==> config.mk <==
export PLATFORM = sky130hd
export DESIGN_NAME = fetch_queue_flat
export DESIGN_NICKNAME = d
export VERILOG_FILES = /design/src/rtl/fetch_pkg.sv /design/src/rtl/fetch_queue_if.sv /design/src/rtl/fq_fifo.sv /design/src/rtl/fetch_queue.sv /design/src/flat_wrapper.sv
export SDC_FILE = /design/constraint.sdc
export NUM_CORES = 1
export LEC_CHECK = 0
export CORE_MARGIN = 5
export CORE_UTILIZATION = 35
export CTS_CLUSTER_DIAMETER = 80
export DETAILED_ROUTE_END_ITERATION = 10
export DONT_BUFFER_PORTS = 1
export PLACE_DENSITY = 0.46
export SETUP_SLACK_MARGIN = 0.5
export SLEW_MARGIN = 40
export SYNTH_ARGS = -nofsm -noshare
export SYNTH_HDL_FRONTEND = slang
export SYNTH_HIERARCHICAL = 1
export SYNTH_SLANG_ARGS = --single-unit
==> constraint.sdc <==
create_clock -name clk -period 6.76 [get_ports clk]
set_input_delay 0.338 -clock clk [delete_from_list [all_inputs] [get_ports clk]]
set_output_delay 0.338 -clock clk [all_outputs]
set_load 0.1 [all_outputs]
==> src/rtl/fetch_pkg.sv <==
// Shared constants and types for the instruction-fetch queue.
package fetch_pkg;

  localparam int              XLEN      = 32;
  localparam logic [XLEN-1:0] NOP_INSTR = 32'h0000_0000;

  typedef struct packed {
    logic [XLEN-1:0] pc;
    logic [XLEN-1:0] instr;
  } fq_entry_t;

  function automatic logic [XLEN-1:0] word_addr(input logic [XLEN-1:0] pc);
    return {pc[XLEN-1:2], 2'b00};
  endfunction

endpackage

==> src/rtl/fetch_queue_if.sv <==
// Instruction-memory request/response and decode-side valid/ready bundle.
interface fetch_queue_if;
  import fetch_pkg::*;

  logic            imem_req;
  logic [XLEN-1:0] imem_addr;
  logic            imem_gnt;
  logic            imem_rvalid;
  logic [XLEN-1:0] imem_rdata;

  logic            id_valid;
  logic            id_ready;
  logic [XLEN-1:0] id_instr;
  logic [XLEN-1:0] id_pc;

  modport master (
    output imem_req, imem_addr, id_valid, id_instr, id_pc,
    input  imem_gnt, imem_rvalid, imem_rdata, id_ready
  );

  modport slave (
    input  imem_req, imem_addr, id_valid, id_instr, id_pc,
    output imem_gnt, imem_rvalid, imem_rdata, id_ready
  );

endinterface

==> src/rtl/fq_fifo.sv <==
// Synchronous FIFO with clear, full/empty flags and occupancy count.
module fq_fifo #(
  parameter int WIDTH = 32,
  parameter int DEPTH = 4
) (
  input  logic                   clk,
  input  logic                   rst_n,
  input  logic                   push,
  input  logic                   pop,
  input  logic                   clr,
  input  logic [WIDTH-1:0]       wdata,
  output logic [WIDTH-1:0]       rdata,
  output logic                   full,
  output logic                   empty,
  output logic [$clog2(DEPTH):0] count
);
  localparam int AW = (DEPTH > 1) ? $clog2(DEPTH) : 1;
  localparam int CW = $clog2(DEPTH) + 1;

  logic [WIDTH-1:0] mem [DEPTH];
  logic [AW-1:0]    rd_ptr, wr_ptr;
  logic             do_push, do_pop;

  function automatic logic [AW-1:0] nxt(input logic [AW-1:0] p);
    return (p == AW'(DEPTH - 1)) ? '0 : p + 1'b1;
  endfunction

  assign full    = (count == CW'(DEPTH));
  assign empty   = (count == '0);
  assign do_pop  = pop && !empty;
  // A full FIFO still accepts a write when the head leaves in the same cycle.
  assign do_push = push && !clr && (!full || do_pop);
  assign rdata   = mem[rd_ptr];

  // NOTE: sequential state uses non-blocking assignments so every flop samples pre-edge values.
  always_ff @(posedge clk or negedge rst_n) begin
    if (!rst_n) begin
      rd_ptr <= '0;
      wr_ptr <= '0;
      count  <= '0;
    end else if (clr) begin
      rd_ptr <= '0;
      wr_ptr <= '0;
      count  <= '0;
    end else begin
      if (do_push) wr_ptr <= nxt(wr_ptr);
      if (do_pop)  rd_ptr <= nxt(rd_ptr);
      count <= count + CW'(do_push) - CW'(do_pop);
    end
  end

  // NOTE: the storage array is not reset; contents are only observed through count/empty.
  always_ff @(posedge clk) begin
    if (do_push) mem[wr_ptr] <= wdata;
  end

endmodule

==> src/rtl/fetch_queue.sv <==
// Fetch stage: issues in-order imem requests, tags responses with their PC, queues them for decode.
// Optional FETCH_QUEUE_PERF_EN adds saturating stall/flush cycle counters.
module fetch_queue
  import fetch_pkg::*;
#(
  parameter int DEPTH   = 4,
  parameter int MAX_OUT = 2
) (
  input  logic            clk,
  input  logic            rst_n,
  input  logic [XLEN-1:0] pc_in,
  output logic [XLEN-1:0] pc_plus4,
  output logic            fetch_stall,
  input  logic            flush,
`ifdef FETCH_QUEUE_PERF_EN
  output logic [31:0]     perf_stall_cnt,
  output logic [31:0]     perf_flush_cnt,
`endif
  fetch_queue_if.master   bus
);
  localparam int QW = $clog2(DEPTH) + 1;
  localparam int OW = $clog2(MAX_OUT) + 1;

  logic [QW-1:0]   q_count;
  logic            q_full, q_empty, q_pop;
  fq_entry_t       q_wdata, q_head;
  logic [OW-1:0]   out_cnt, drop_cnt;
  logic            tag_full, tag_empty;
  logic [XLEN-1:0] tag_head;
  logic [31:0]     used;
  logic            credit, issue, rsp, keep;

  // A slot popped by decode this cycle is already available for a new request.
  assign q_pop  = !q_empty && bus.id_ready;
  assign used   = 32'(q_count) - 32'(q_pop) + 32'(out_cnt);
  assign credit = (used < 32'(DEPTH)) && !tag_full;

  assign bus.imem_req  = credit && !flush && rst_n;
  assign bus.imem_addr = word_addr(pc_in);
  assign issue         = bus.imem_req && bus.imem_gnt;
  assign fetch_stall   = !issue;
  assign pc_plus4      = pc_in + 32'd4;

  // Words for requests issued before a flush are consumed here without entering the queue.
  assign rsp     = bus.imem_rvalid && !tag_empty;
  assign keep    = rsp && (drop_cnt == '0) && !flush;
  assign q_wdata = '{pc: tag_head, instr: bus.imem_rdata};

  fq_fifo #(.WIDTH(XLEN), .DEPTH(MAX_OUT)) u_tag_fifo (
    .clk   (clk),
    .rst_n (rst_n),
    .push  (issue),
    .pop   (rsp),
    .clr   (1'b0),
    .wdata (pc_in),
    .rdata (tag_head),
    .full  (tag_full),
    .empty (tag_empty),
    .count (out_cnt)
  );

  fq_fifo #(.WIDTH($bits(fq_entry_t)), .DEPTH(DEPTH)) u_dec_queue (
    .clk   (clk),
    .rst_n (rst_n),
    .push  (keep),
    .pop   (q_pop),
    .clr   (flush),
    .wdata (q_wdata),
    .rdata (q_head),
    .full  (q_full),
    .empty (q_empty),
    .count (q_count)
  );

  always_ff @(posedge clk or negedge rst_n) begin
    if (!rst_n)                      drop_cnt <= '0;
    else if (flush)                  drop_cnt <= out_cnt - OW'(rsp);
    else if (rsp && drop_cnt != '0)  drop_cnt <= drop_cnt - 1'b1;
  end

  always_comb begin
    // NOTE: defaults first so every path assigns each output and no latch is inferred.
    bus.id_valid = 1'b0;
    bus.id_instr = NOP_INSTR;
    bus.id_pc    = '0;
    if (!q_empty) begin
      bus.id_valid = 1'b1;
      bus.id_instr = q_head.instr;
      bus.id_pc    = q_head.pc;
    end
  end

`ifdef FETCH_QUEUE_PERF_EN
  always_ff @(posedge clk or negedge rst_n) begin
    if (!rst_n) begin
      perf_stall_cnt <= '0;
      perf_flush_cnt <= '0;
    end else begin
      if (fetch_stall && perf_stall_cnt != '1) perf_stall_cnt <= perf_stall_cnt + 1'b1;
      if (flush && perf_flush_cnt != '1)       perf_flush_cnt <= perf_flush_cnt + 1'b1;
    end
  end
`endif

  a_rvalid_needs_outstanding: assert property (
    @(posedge clk) disable iff (!rst_n) bus.imem_rvalid |-> (out_cnt != '0));
  a_queue_has_slot: assert property (
    @(posedge clk) disable iff (!rst_n) keep |-> (!q_full || q_pop));

endmodule

==> src/flat_wrapper.sv <==
// flat-port wrapper written by rule: the top's interface ports become plain ports
module fetch_queue_flat import fetch_pkg::*;
#(
  parameter int DEPTH   = 4,
  parameter int MAX_OUT = 2
)
  (clk, rst_n, pc_in, pc_plus4, fetch_stall, flush, bus_imem_req, bus_imem_addr, bus_id_valid, bus_id_instr, bus_id_pc, bus_imem_gnt, bus_imem_rvalid, bus_imem_rdata, bus_id_ready);
  fetch_queue_if bus_i ();
  input  logic clk;
  input  logic rst_n;
  input  logic [XLEN-1:0] pc_in;
  output logic [XLEN-1:0] pc_plus4;
  output logic fetch_stall;
  input  logic flush;
  output wire logic [$bits(bus_i.imem_req)-1:0] bus_imem_req;
  output wire logic [$bits(bus_i.imem_addr)-1:0] bus_imem_addr;
  output wire logic [$bits(bus_i.id_valid)-1:0] bus_id_valid;
  output wire logic [$bits(bus_i.id_instr)-1:0] bus_id_instr;
  output wire logic [$bits(bus_i.id_pc)-1:0] bus_id_pc;
  input wire logic [$bits(bus_i.imem_gnt)-1:0] bus_imem_gnt;
  input wire logic [$bits(bus_i.imem_rvalid)-1:0] bus_imem_rvalid;
  input wire logic [$bits(bus_i.imem_rdata)-1:0] bus_imem_rdata;
  input wire logic [$bits(bus_i.id_ready)-1:0] bus_id_ready;
  assign bus_imem_req = bus_i.imem_req;
  assign bus_imem_addr = bus_i.imem_addr;
  assign bus_id_valid = bus_i.id_valid;
  assign bus_id_instr = bus_i.id_instr;
  assign bus_id_pc = bus_i.id_pc;
  assign bus_i.imem_gnt = bus_imem_gnt;
  assign bus_i.imem_rvalid = bus_imem_rvalid;
  assign bus_i.imem_rdata = bus_imem_rdata;
  assign bus_i.id_ready = bus_id_ready;
  fetch_queue #(.DEPTH(DEPTH), .MAX_OUT(MAX_OUT)) u_core (.clk(clk), .rst_n(rst_n), .pc_in(pc_in), .pc_plus4(pc_plus4), .fetch_stall(fetch_stall), .flush(flush), .bus(bus_i));
endmodule
==> flow_metrics.tcl, run 1 <==
set metrics [dict create \
    status "finished clean" \
    cts_tree "done" \
    crit_end "u_core/u_tag_fifo/mem[1][25]$_DFFE_PP_" \
    core.rowCount 72 \
    htreeDepth 2 \
    place.gp.congestion 0.739 \
    rr_startpoint "u_core/u_dec_queue/count[1]$_DFF_PN0_" \
    maxCapViolations 0 \
    post-dp-hpwl_um 19200 \
    maxSlewHeadroom 0.430 \
    finalSetupTns_ns 0 \
    clk_pin_slew_ns 0.06 \
    cts.sinks 333 \
    die_w_um 209 \
    fin_skew_ns 0.0144 \
    rsz0062_at_grt "false" \
    setup-violations-final 0 \
    start_util 0.356 \
    fillCellCount 3312 \
    max_freq_ghz 0.252 \
    via_per_inst 4.93 \
    arrival_ns 4.18 \
    cp-start-kind "flop" \
    fin_crit_sh 0.588 \
    grt_remaining_overflow 0 \
    routed_wl_um 29500 \
    combPwrFrac 0.045 \
    fin_nets 911 \
    swShare 0.200 \
    wire_per_inst_um 21.5 \
    final_cell_count_no_fill 1373 \
    drc 0 \
    post_cts_resized 0 \
    grt_pass1_wl_um 45100 \
    cts_made_buffers 37 \
    rrSetupSlack_ns 2.79 \
    antenna_found_initial 0 \
    multi_input_area_um2 4200 \
    final_common_cell "edfxtp_1" \
    power_frac_seq 0.497 \
    vdd_drop_max_v 0.000139 \
    synth.cell_area_um2 13800 \
    synthToLayoutAreaGrowth_pct 25.4 \
    ios 201 \
    worstHoldPathType "input port to flop" \
    post_synth.cell_area_avg_um2 18.9 \
    drt_iter0_drc 343 \
    regArea_um2 9950 \
    cp-startpoint "u_core/u_dec_queue/count[1]$_DFF_PN0_" \
    path_max_fanout 23 \
    ctsHoldBuffers 66 \
    mostFrequentLayoutCells "320 x edfxtp_1, 66 x dlygate4sd3_1, 64 x mux4_2" \
    post_cts.repair.setup_buffers 0 \
    diodes 0 \
    vias 6766 \
    endpoint_kind "flop" \
    clockBufferDepth 3 \
    io_buffers 0 \
    clockPowerShare 0.458 \
    r2r-end "u_core/u_tag_fifo/mem[1][25]$_DFFE_PP_" \
    placed_cells 1239 \
    worst_pin_slew_ns 0.857 \
    dieArea_um2 43600 \
    drv_slew 0 \
    critPathKind "flop to flop" \
    grt_pass1_vias 7520 \
    die-height_um 209 \
    grt_max_degree 38 \
    r2r_cells 13 \
    power.switching_uw 912 \
    grt.total_usage 0.133 \
    ant_nets 0 \
    syn_inst 730 \
    drive_above_1_share 0.318 \
    core_um2 38800 \
    power_density_nw_per_um2 262 \
    cp.required_ns 6.96 \
    synth_warnings 6 \
    leakagePower_uw 0.00578 \
    insertion_delay_ns 0.51 \
    first_pass_iters 4 \
    fin_crit_ns 3.97 \
    internal_power_uw 3640 \
    final_hold_viol_count 0 \
    cts_root_buf "clkbuf_16" \
]
worst min-delay path by stage:
stage                     startpoint                                        to  depth (start not counted)
after CTS                      flush  u_core/u_dec_queue/wr_ptr[1]$_DFFE_PN0P_                          3
after floorplan                rst_n            u_core/drop_cnt[0]$_DFFE_PN0P_                          0
after global placement         rst_n     u_core/u_dec_queue/count[2]$_DFF_PN0_                          0
after global routing           flush  u_core/u_dec_queue/wr_ptr[1]$_DFFE_PN0P_                          3
final                          flush  u_core/u_dec_queue/wr_ptr[1]$_DFFE_PN0P_                          3
after detailed placement       rst_n     u_core/u_dec_queue/count[0]$_DFF_PN0_                          0
power groups by stage:
stage	combinational [uW]	sequential, uW	clock (uW)
after global routing	213	2260	2230
final	203	2260	2080
after global placement	152	2310	0
after CTS	204	2260	2140
after detailed placement	157	2310	0
after floorplan	217	2310	0
through the flow:
| stage | util | worst slack, ns | instance area, um2 | power (uW) | hold WS [ns] |
|---|---|---|---|---|---|
| 6_report | 0.446 | 2.79 | 17300 | 4550 | 0.119 |
| 5_1_grt | 0.446 | 2.59 | 17300 | 4710 | 0.122 |
| 4_1_cts | 0.445 | 2.55 | 17300 | 4610 | 0.0925 |
| 3_5_place_dp | 0.395 | 2.56 | 15400 | 2460 | 0.0432 |
| 3_3_place_gp | 0.379 | 2.74 | 14700 | 2460 | 0.0434 |
| 2_1_floorplan | - | 1.48 | 13800 | 2520 | 0.0424 |
cell type report:
| cell class | count | share of cell area |
|---|---|---|
| multi-input cells | 327 | 0.242 |
| clock buffers | 43 | 0.0572 |
| repair buffers | 111 | 0.0685 |
| well taps | 518 | 0.0374 |
| inverters | 17 | 0.00368 |
| clock inverters | 24 | 0.0168 |
| flip-flops and latches | 333 | 0.574 |
state kept, by name (all words and copies together), names as in the netlist:
register	cells
u_core/u_dec_queue/count	3
u_core/u_tag_fifo/wr_ptr	1
u_core/u_dec_queue/wr_ptr	2
u_core/drop_cnt	2
u_core/u_tag_fifo/rd_ptr	1
u_core/u_dec_queue/rd_ptr	2
u_core/u_tag_fifo/count	2
u_core/u_dec_queue/mem	256
u_core/u_tag_fifo/mem	64
layer usage:
layer  track usage  up-vias  wire length, um
met1         0.163     3499            12100
li1              -     3004                -
met3        0.0382       49             1990
met2         0.233      214            14900
met4        0.0304        0              558
met5             0        -                0
critical path, stage by stage, from the launching register on:
cell,delay (ns)
dfrtp_1,0.54
nor3_2,0.11
nor2b_1,0.30
ha_1,0.25
ha_1,0.23
inv_1,0.06
ha_1,0.21
and3b_1,0.18
or4b_1,0.51
nand3_1,0.12
and4_1,0.27
nor2b_1,0.24
and3b_2,0.42
buf_16,0.22
Power figures use the tool's default switching activity.
==> inputs of run 2 (changes only) <==
==> constraint.sdc (replaced) <==
create_clock -name clk -period 3.8 [get_ports clk]
set_input_delay 0.19 -clock clk [delete_from_list [all_inputs] [get_ports clk]]
set_output_delay 0.19 -clock clk [all_outputs]
set_load 0.1 [all_outputs]
==> run 2 against run 1 <==
Effect of this change: first-iteration DRC count grew 7.3%; register-to-register slack worse by 2.5 ns; wire length increased by 5.5%; die area unchanged; non-clock buffer count is 54 higher; combinational power grew 88%; fmax up 14%; clock-buffer cell count increased by 5; hold slack worse by 0.026 ns; final cell count up 3.8%; sequential power is 78% higher; global-route usage increased by 0.87 points; largest power group unchanged.
==> flow_metrics.tcl, run 2 (same netlist as run 1, synthesis figures left out) <==
set metrics [dict create \
    endpoint_kind "flop" \
    clk_pin_slew_ns 0.06 \
    fin_crit_ns 3.49 \
    grt_max_degree 58 \
    setup-violations-final 0 \
    fin_nets 966 \
    grt_use_met3 0.0285 \
    use_met1 0.180 \
    start_util 0.356 \
    grt.total_usage 0.141 \
    drt_iter0_drc 368 \
    maxCapViolations 0 \
    cts.sinks 333 \
    final_common_cell "edfxtp_1" \
    top_register "u_core/u_dec_queue/mem" \
    clockBufferDepth 3 \
    vdd_drop_max_v 0.000244 \
    dieArea_um2 43600 \
    arrival_ns 3.71 \
    antenna_found_initial 0 \
    fillCellCount 3296 \
    fin_crit_sh 0.918 \
    grt_pass1_wl_um 48100 \
    vias 6921 \
    die-height_um 209 \
    rsz0062_at_grt "true" \
    power_density_nw_per_um2 446 \
    path_max_fanout 9 \
    insertion_delay_ns 0.51 \
    reg_top3 "u_core/u_dec_queue/mem (256), u_core/u_tag_fifo/mem (64), u_core/u_dec_queue/count (3)" \
    leakagePower_uw 0.00590 \
    busiest_layer "met2" \
    maxSlewHeadroom 0.422 \
    place.gp.congestion 0.723 \
    status "finished clean" \
    cts_root_buf "clkbuf_16" \
    io_buffers 0 \
    drive_above_1_share 0.373 \
    finalSetupTns_ns 0 \
    grt_remaining_overflow 0 \
    total_power_uw 7830 \
    fin_skew_ns 0.0208 \
    wire_per_inst_um 21.9 \
    met2_usage 0.250 \
    ios 201 \
    largest_register_ffs 256 \
    worstHoldPathType "input port to flop" \
    core.rowCount 72 \
    htreeDepth 2 \
    via_per_inst 4.86 \
    first_pass_iters 4 \
    die_w_um 209 \
    cts_tree "done" \
    ant_nets 0 \
    routed_wl_um 31200 \
    synthToLayoutAreaGrowth_pct 27.1 \
    post-dp-hpwl_um 18400 \
    worst_pin_slew_ns 0.869 \
    diodes 0 \
    grt_pass1_vias 7853 \
    drc 0 \
    final_util 0.452 \
    drv_slew 0 \
    place_ws_ns 0.137 \
    cp.required_ns 4.02 \
    max_freq_ghz 0.287 \
    final_hold_viol_count 0 \
    critPathKind "flop to flop" \
    core_um2 38800 \
    finalWorstSetupSlack_ns 0.311 \
    mostFrequentLayoutCells "320 x edfxtp_1, 80 x buf_4, 66 x dlygate4sd3_1" \
    cts_made_buffers 38 \
    cp-start-kind "flop" \
]
[run 2: cell types whose count changed in the layout (fill, tap and decap cells not counted), sizes merged]
cell	change
clkinv	-3
buf	+53
bufinv	-4
clkbuf	+6
[run 2: power breakdown]
part           total (uW)  internal, uW  switching (uW)
sequential           4030          4020            4.93
clock                3430          2080            1350
combinational         382           122             260
total                7830          6220            1610
[run 2: routing by layer]
metal	vias up	routed length, um
li1	3109	-
met1	3584	13200
met2	181	16000
met3	47	1410
met4	0	564
met5	-	0
[run 2: timing repair]
action | 4_1_cts | 5_1_grt
gates resized for setup | 18 | 2
hold buffers | 66 | 0
setup endpoints to repair | 69 | 69
pin swaps | 6 | 1
endpoints found under the hold margin | 214 | 0
setup buffers | 8 | 2
gates cloned | 3 | 2
[run 2: path summary, 6_finish.rpt]
| check | from | end | slack, ns | cells past startpoint |
|---|---|---|---|---|
| worst max-delay path | u_core/u_dec_queue/count[2]$_DFF_PN0_ | u_core/u_tag_fifo/mem[0][29]$_DFFE_PP_ | 0.31 | 15 |
| worst min-delay path | bus_imem_gnt | u_core/u_tag_fifo/wr_ptr$_DFFE_PN0P_ | 0.09 | 4 |
| worst max register to register | u_core/u_dec_queue/count[2]$_DFF_PN0_ | u_core/u_tag_fifo/mem[0][29]$_DFFE_PP_ | 0.31 | 15 |
| worst min register to register | u_core/u_tag_fifo/mem[0][18]$_DFFE_PP_ | u_core/u_dec_queue/mem[2][50]$_DFFE_PP_ | 0.60 | 1 |
| max in group asynchronous | rst_n | u_core/u_dec_queue/rd_ptr[0]$_DFFE_PN0P_ | 3.07 | 1 |
| min in group asynchronous | rst_n | u_core/drop_cnt[0]$_DFFE_PN0P_ | 0.18 | 1 |
[run 2: final cells by class]
class | instances | area [um2] | share of cell area
Sequential cell | 333 | 9950 | 0.566
Multi-Input combinational cell | 327 | 4080 | 0.232
Timing Repair Buffer | 165 | 1650 | 0.0940
Clock buffer | 48 | 1010 | 0.0575
Tap cell | 518 | 648 | 0.0369
Clock inverter | 17 | 159 | 0.00905
Inverter | 17 | 66.3 | 0.00378
[run 2: metrics by stage]
| stage | area (um2) | hold WS (ns) | cells |
|---|---|---|---|
| after floorplan | 13900 | -0.106 | 738 |
| after global placement | 15300 | -0.105 | 1279 |
| after detailed placement | 15500 | -0.105 | 1279 |
| after CTS | 17500 | 0.0798 | 1421 |
| after global routing | 17600 | 0.127 | 1425 |
| final | 17600 | 0.0927 | 1425 |
[run 2: worst max-delay path, cell delays in order, from the launching register on]
cell     delay, ns
dfrtp_2       0.43
nor3_4        0.26
nor2b_4       0.08
ha_4          0.18
ha_4          0.26
inv_2         0.04
ha_4          0.19
and3b_1       0.18
or4b_4        0.52
nand3_2       0.09
and4_4        0.25
inv_4         0.04
nor4_4        0.26
buf_6         0.15
buf_8         0.13
buf_12        0.14
==> inputs of run 3 (changes only) <==
--- a/config.mk
+++ b/config.mk
@@ -10,10 +10,9 @@
 export CTS_CLUSTER_DIAMETER = 80
 export DETAILED_ROUTE_END_ITERATION = 10
 export DONT_BUFFER_PORTS = 1
-export PLACE_DENSITY = 0.46
+export PLACE_DENSITY = 0.51
 export SETUP_SLACK_MARGIN = 0.5
 export SLEW_MARGIN = 40
 export SYNTH_ARGS = -nofsm -noshare
 export SYNTH_HDL_FRONTEND = slang
-export SYNTH_HIERARCHICAL = 1
 export SYNTH_SLANG_ARGS = --single-unit
==> run 3 against run 2 <==
Effect of this change: the flow now finishes with violations (setup timing); via count up 0.56%; critical endpoint is now bus_imem_req; sequential share of layout area up 0.82 points; non-clock buffer count down 2; clock-buffer cell count is 2 lower; hold slack lost 0.0042 ns; global-route usage fell by 0.41 points; fmax is 11% lower; clock skew is 0.00052 ns lower; total power up 80%; first-iteration DRC count shrank 17%; sequential power up 12%; setup slack got worse by 0.44 ns; highest routed layer unchanged.
==> flow_metrics.tcl, run 3 <==
set metrics [dict create \
    io_buffers 0 \
    maxSlewHeadroom 0.429 \
    place.gp.congestion 0.845 \
    grt_remaining_overflow 0 \
    ys_ff_latch 333 \
    start_util 0.356 \
    leakagePower_uw 0.00583 \
    violations "setup timing" \
    post_synth.cell_area_avg_um2 19.0 \
    vias 6960 \
    core.rowCount 72 \
    clockBufferDepth 3 \
    synth.cell_area_um2 13800 \
    cp_top_family "adder cells" \
    grt_pass1_vias 7841 \
    maxCapViolations 0 \
    syn_inst 726 \
    status "complete, but fails checks" \
    worst_pin_slew_ns 0.857 \
    drc 0 \
    rsz0062_at_grt "true" \
    core_um2 38800 \
    reg_top3 "u_core.u_dec_queue.mem (256), u_core.u_tag_fifo.mem (64), u_core.u_dec_queue.count (3)" \
    dieArea_um2 43600 \
    cp-start-kind "flop" \
    synth_area_leader_cell "edfxtp_1" \
    largest_register_ffs 256 \
    power_density_nw_per_um2 814 \
    power.switching_uw 6070 \
    internal_power_uw 8020 \
    first_pass_iters 4 \
    hold_slack_ns 0.0885 \
    die_w_um 209 \
    ant_nets 0 \
    fin_crit_sh 1.03 \
    drt_iter0_drc 304 \
    endpoint_kind "primary output" \
    drv_slew 0 \
    fin_skew_ns 0.0203 \
    ys_seq_area_frac 0.719 \
    finalWorstSetupSlack_ns -0.133 \
    synth_commonest_cells "320 x edfxtp_1, 70 x and2_1, 64 x mux4_2" \
    cpMaxStageDelayCell "or3_4" \
    insertion_delay_ns 0.52 \
    final_util 0.446 \
    worstHoldPathType "input port to flop" \
    post-dp-hpwl_um 18700 \
    routed_wl_um 30400 \
    antenna_found_initial 0 \
    final_common_cell "edfxtp_1" \
    cp_cell_sequence "or3_4 > nand2_4 > inv_4 > ha_4 > ha_4 > inv_2 > ha_4 > and3b_1 > o21a_2 > buf_6 > nand2_1 > ha_2 > a2111oi_4 > buf_4 > o211a_1 > buf_12" \
    ys_top_cells_by_area "edfxtp_1 70%, mux4_2 10%, and2_1 3.2%, mux2_2 2.7%, dfrtp_1 2.4%" \
    ys.flop_type "edfxtp_1" \
    die-height_um 209 \
    grt_max_degree 48 \
    grt.total_usage 0.137 \
    synth_edf_count 320 \
    htreeDepth 2 \
    synth_cell_type_count 45 \
    clockPowerShare 0.247 \
    async_reset_ff_frac 0.0390 \
    cts.sinks 333 \
    fin_nets 956 \
    synth_warnings 0 \
    ios 201 \
    final_cell_count_no_fill 1410 \
    diodes 0 \
    vdd_drop_max_v 0.000477 \
    clk_pin_slew_ns 0.06 \
    grt_pass1_wl_um 46700 \
    power_frac_seq 0.320 \
    finalSetupTns_ns -3.03 \
    swShare 0.431 \
    synthToLayoutAreaGrowth_pct 25.2 \
    cts_root_buf "clkbuf_16" \
    mostFrequentLayoutCells "320 x edfxtp_1, 77 x buf_4, 69 x dlygate4sd3_1" \
    final_hold_viol_count 0 \
    drive_above_1_share 0.373 \
    cts_tree "done" \
    synth.most_common_cell "edfxtp_1" \
    top_register "u_core.u_dec_queue.mem" \
    cp.required_ns 3.61 \
    via_per_inst 4.94 \
    setup-violations-final 67 \
    wire_per_inst_um 21.6 \
    critPathMaxStageDelay_ns 0.41 \
    placed_cells 1265 \
    combPwrFrac 0.433 \
    path_max_fanout 4 \
    total_power_uw 14100 \
    cp_common_cell "ha_4" \
    path_buf_inv 5 \
    critPathKind "flop to primary output" \
    fin_crit_ns 3.93 \
    arrival_ns 3.74 \
    cts_made_buffers 36 \
    synth_top_cell_area_share 0.695 \
    max_freq_ghz 0.254 \
]
==> run 3: cell count changes in the layout (fill, tap and decap cells not counted), sizes merged, moves of 3 or more <==
| cell | before | now |
|---|---|---|
| nor2 | 16 | 9 |
| and4 | 1 | 4 |
| nand2b | 4 | 0 |
| ha | 13 | 19 |
| and2 | 1 | 71 |
| buf | 98 | 92 |
| conb | 9 | 2 |
| and3 | 10 | 7 |
| dlygate4sd3 | 66 | 69 |
| nand2 | 10 | 16 |
| nor2b | 73 | 2 |
| nand3 | 15 | 12 |
==> run 3: final cells by class <==
| class | instances | area, um2 |
|---|---|---|
| fillers | 3362 | 21500 |
| flip-flops and latches | 333 | 9940 |
| multi-input cells | 313 | 3880 |
| repair buffers | 163 | 1580 |
| clock buffers | 46 | 960 |
| well taps | 518 | 648 |
| clock inverters | 18 | 218 |
| inverters | 19 | 73.8 |
==> run 3: cells by family after synthesis <==
family / synth area share
AOI/OAI and AO/OA: 0.00688
xor gates and xnor gates: 0.0228
adders and majority gates: 0.0186
buffers and inverters: 0.0331
DFF: 0.719
muxes: 0.133
other: 0.000271
and+or+nand+nor: 0.0668
==> run 3: worst min-delay path, stage by stage <==
cell and delay [ns]:
o2111ai_4 0.10, buf_12 0.18, xnor2_1 0.09
==> run 3: per-stage QoR <==
stage | worst slack (ns) | instance area (um2)
finish | -0.133 | 17300
global route | -0.301 | 17300
CTS | -0.203 | 17200
detailed placement | -0.0358 | 15200
global placement | 0.0900 | 15100
floorplan | -0.583 | 13900
==> run 3: worst paths after layout <==
kind	slack (ns)	cells after the start	to	start
setup / recovery	-0.13	16	bus_imem_req	u_core.u_dec_queue.count[1]$_DFF_PN0_
setup reg to reg	-0.11	21	u_core.u_tag_fifo.count[1]$_DFF_PN0_	u_core.u_dec_queue.count[1]$_DFF_PN0_
hold / removal	0.09	3	u_core.u_tag_fifo.wr_ptr$_DFFE_PN0P_	bus_imem_gnt
hold reg to reg	0.57	1	u_core.u_tag_fifo.wr_ptr$_DFFE_PN0P_	u_core.u_tag_fifo.wr_ptr$_DFFE_PN0P_
min in group asynchronous	0.15	1	u_core.u_dec_queue.count[2]$_DFF_PN0_	rst_n
max in group asynchronous	3.15	1	u_core.u_dec_queue.rd_ptr[0]$_DFFE_PN0P_	rst_n
==> run 3: timing repair <==
item,CTS,global route
endpoints found under the hold margin,214,0
resized for setup,10,7
buffers inserted,5,2
gates cloned,0,4
hold buffers,69,0
pin swaps,9,13
setup endpoints to repair,69,69
==> run 3: layer usage <==
| metal | track usage | wire length, um | vias up |
|---|---|---|---|
| met1 | 0.169 | 12600 | 3584 |
| met4 | 0.0371 | 596 | 0 |
| met5 | 0 | 0 | - |
| met2 | 0.240 | 15400 | 243 |
| li1 | - | - | 3086 |
| met3 | 0.0370 | 1860 | 47 |
==> run 3: power groups by stage <==
stage	combinational (uW)	sequential, uW	clock (uW)
floorplan	5020	4450	0
global placement	5630	4660	0
detailed placement	5820	4630	0
CTS	6040	4550	3590
global route	6390	4540	3750
finish	6100	4510	3480
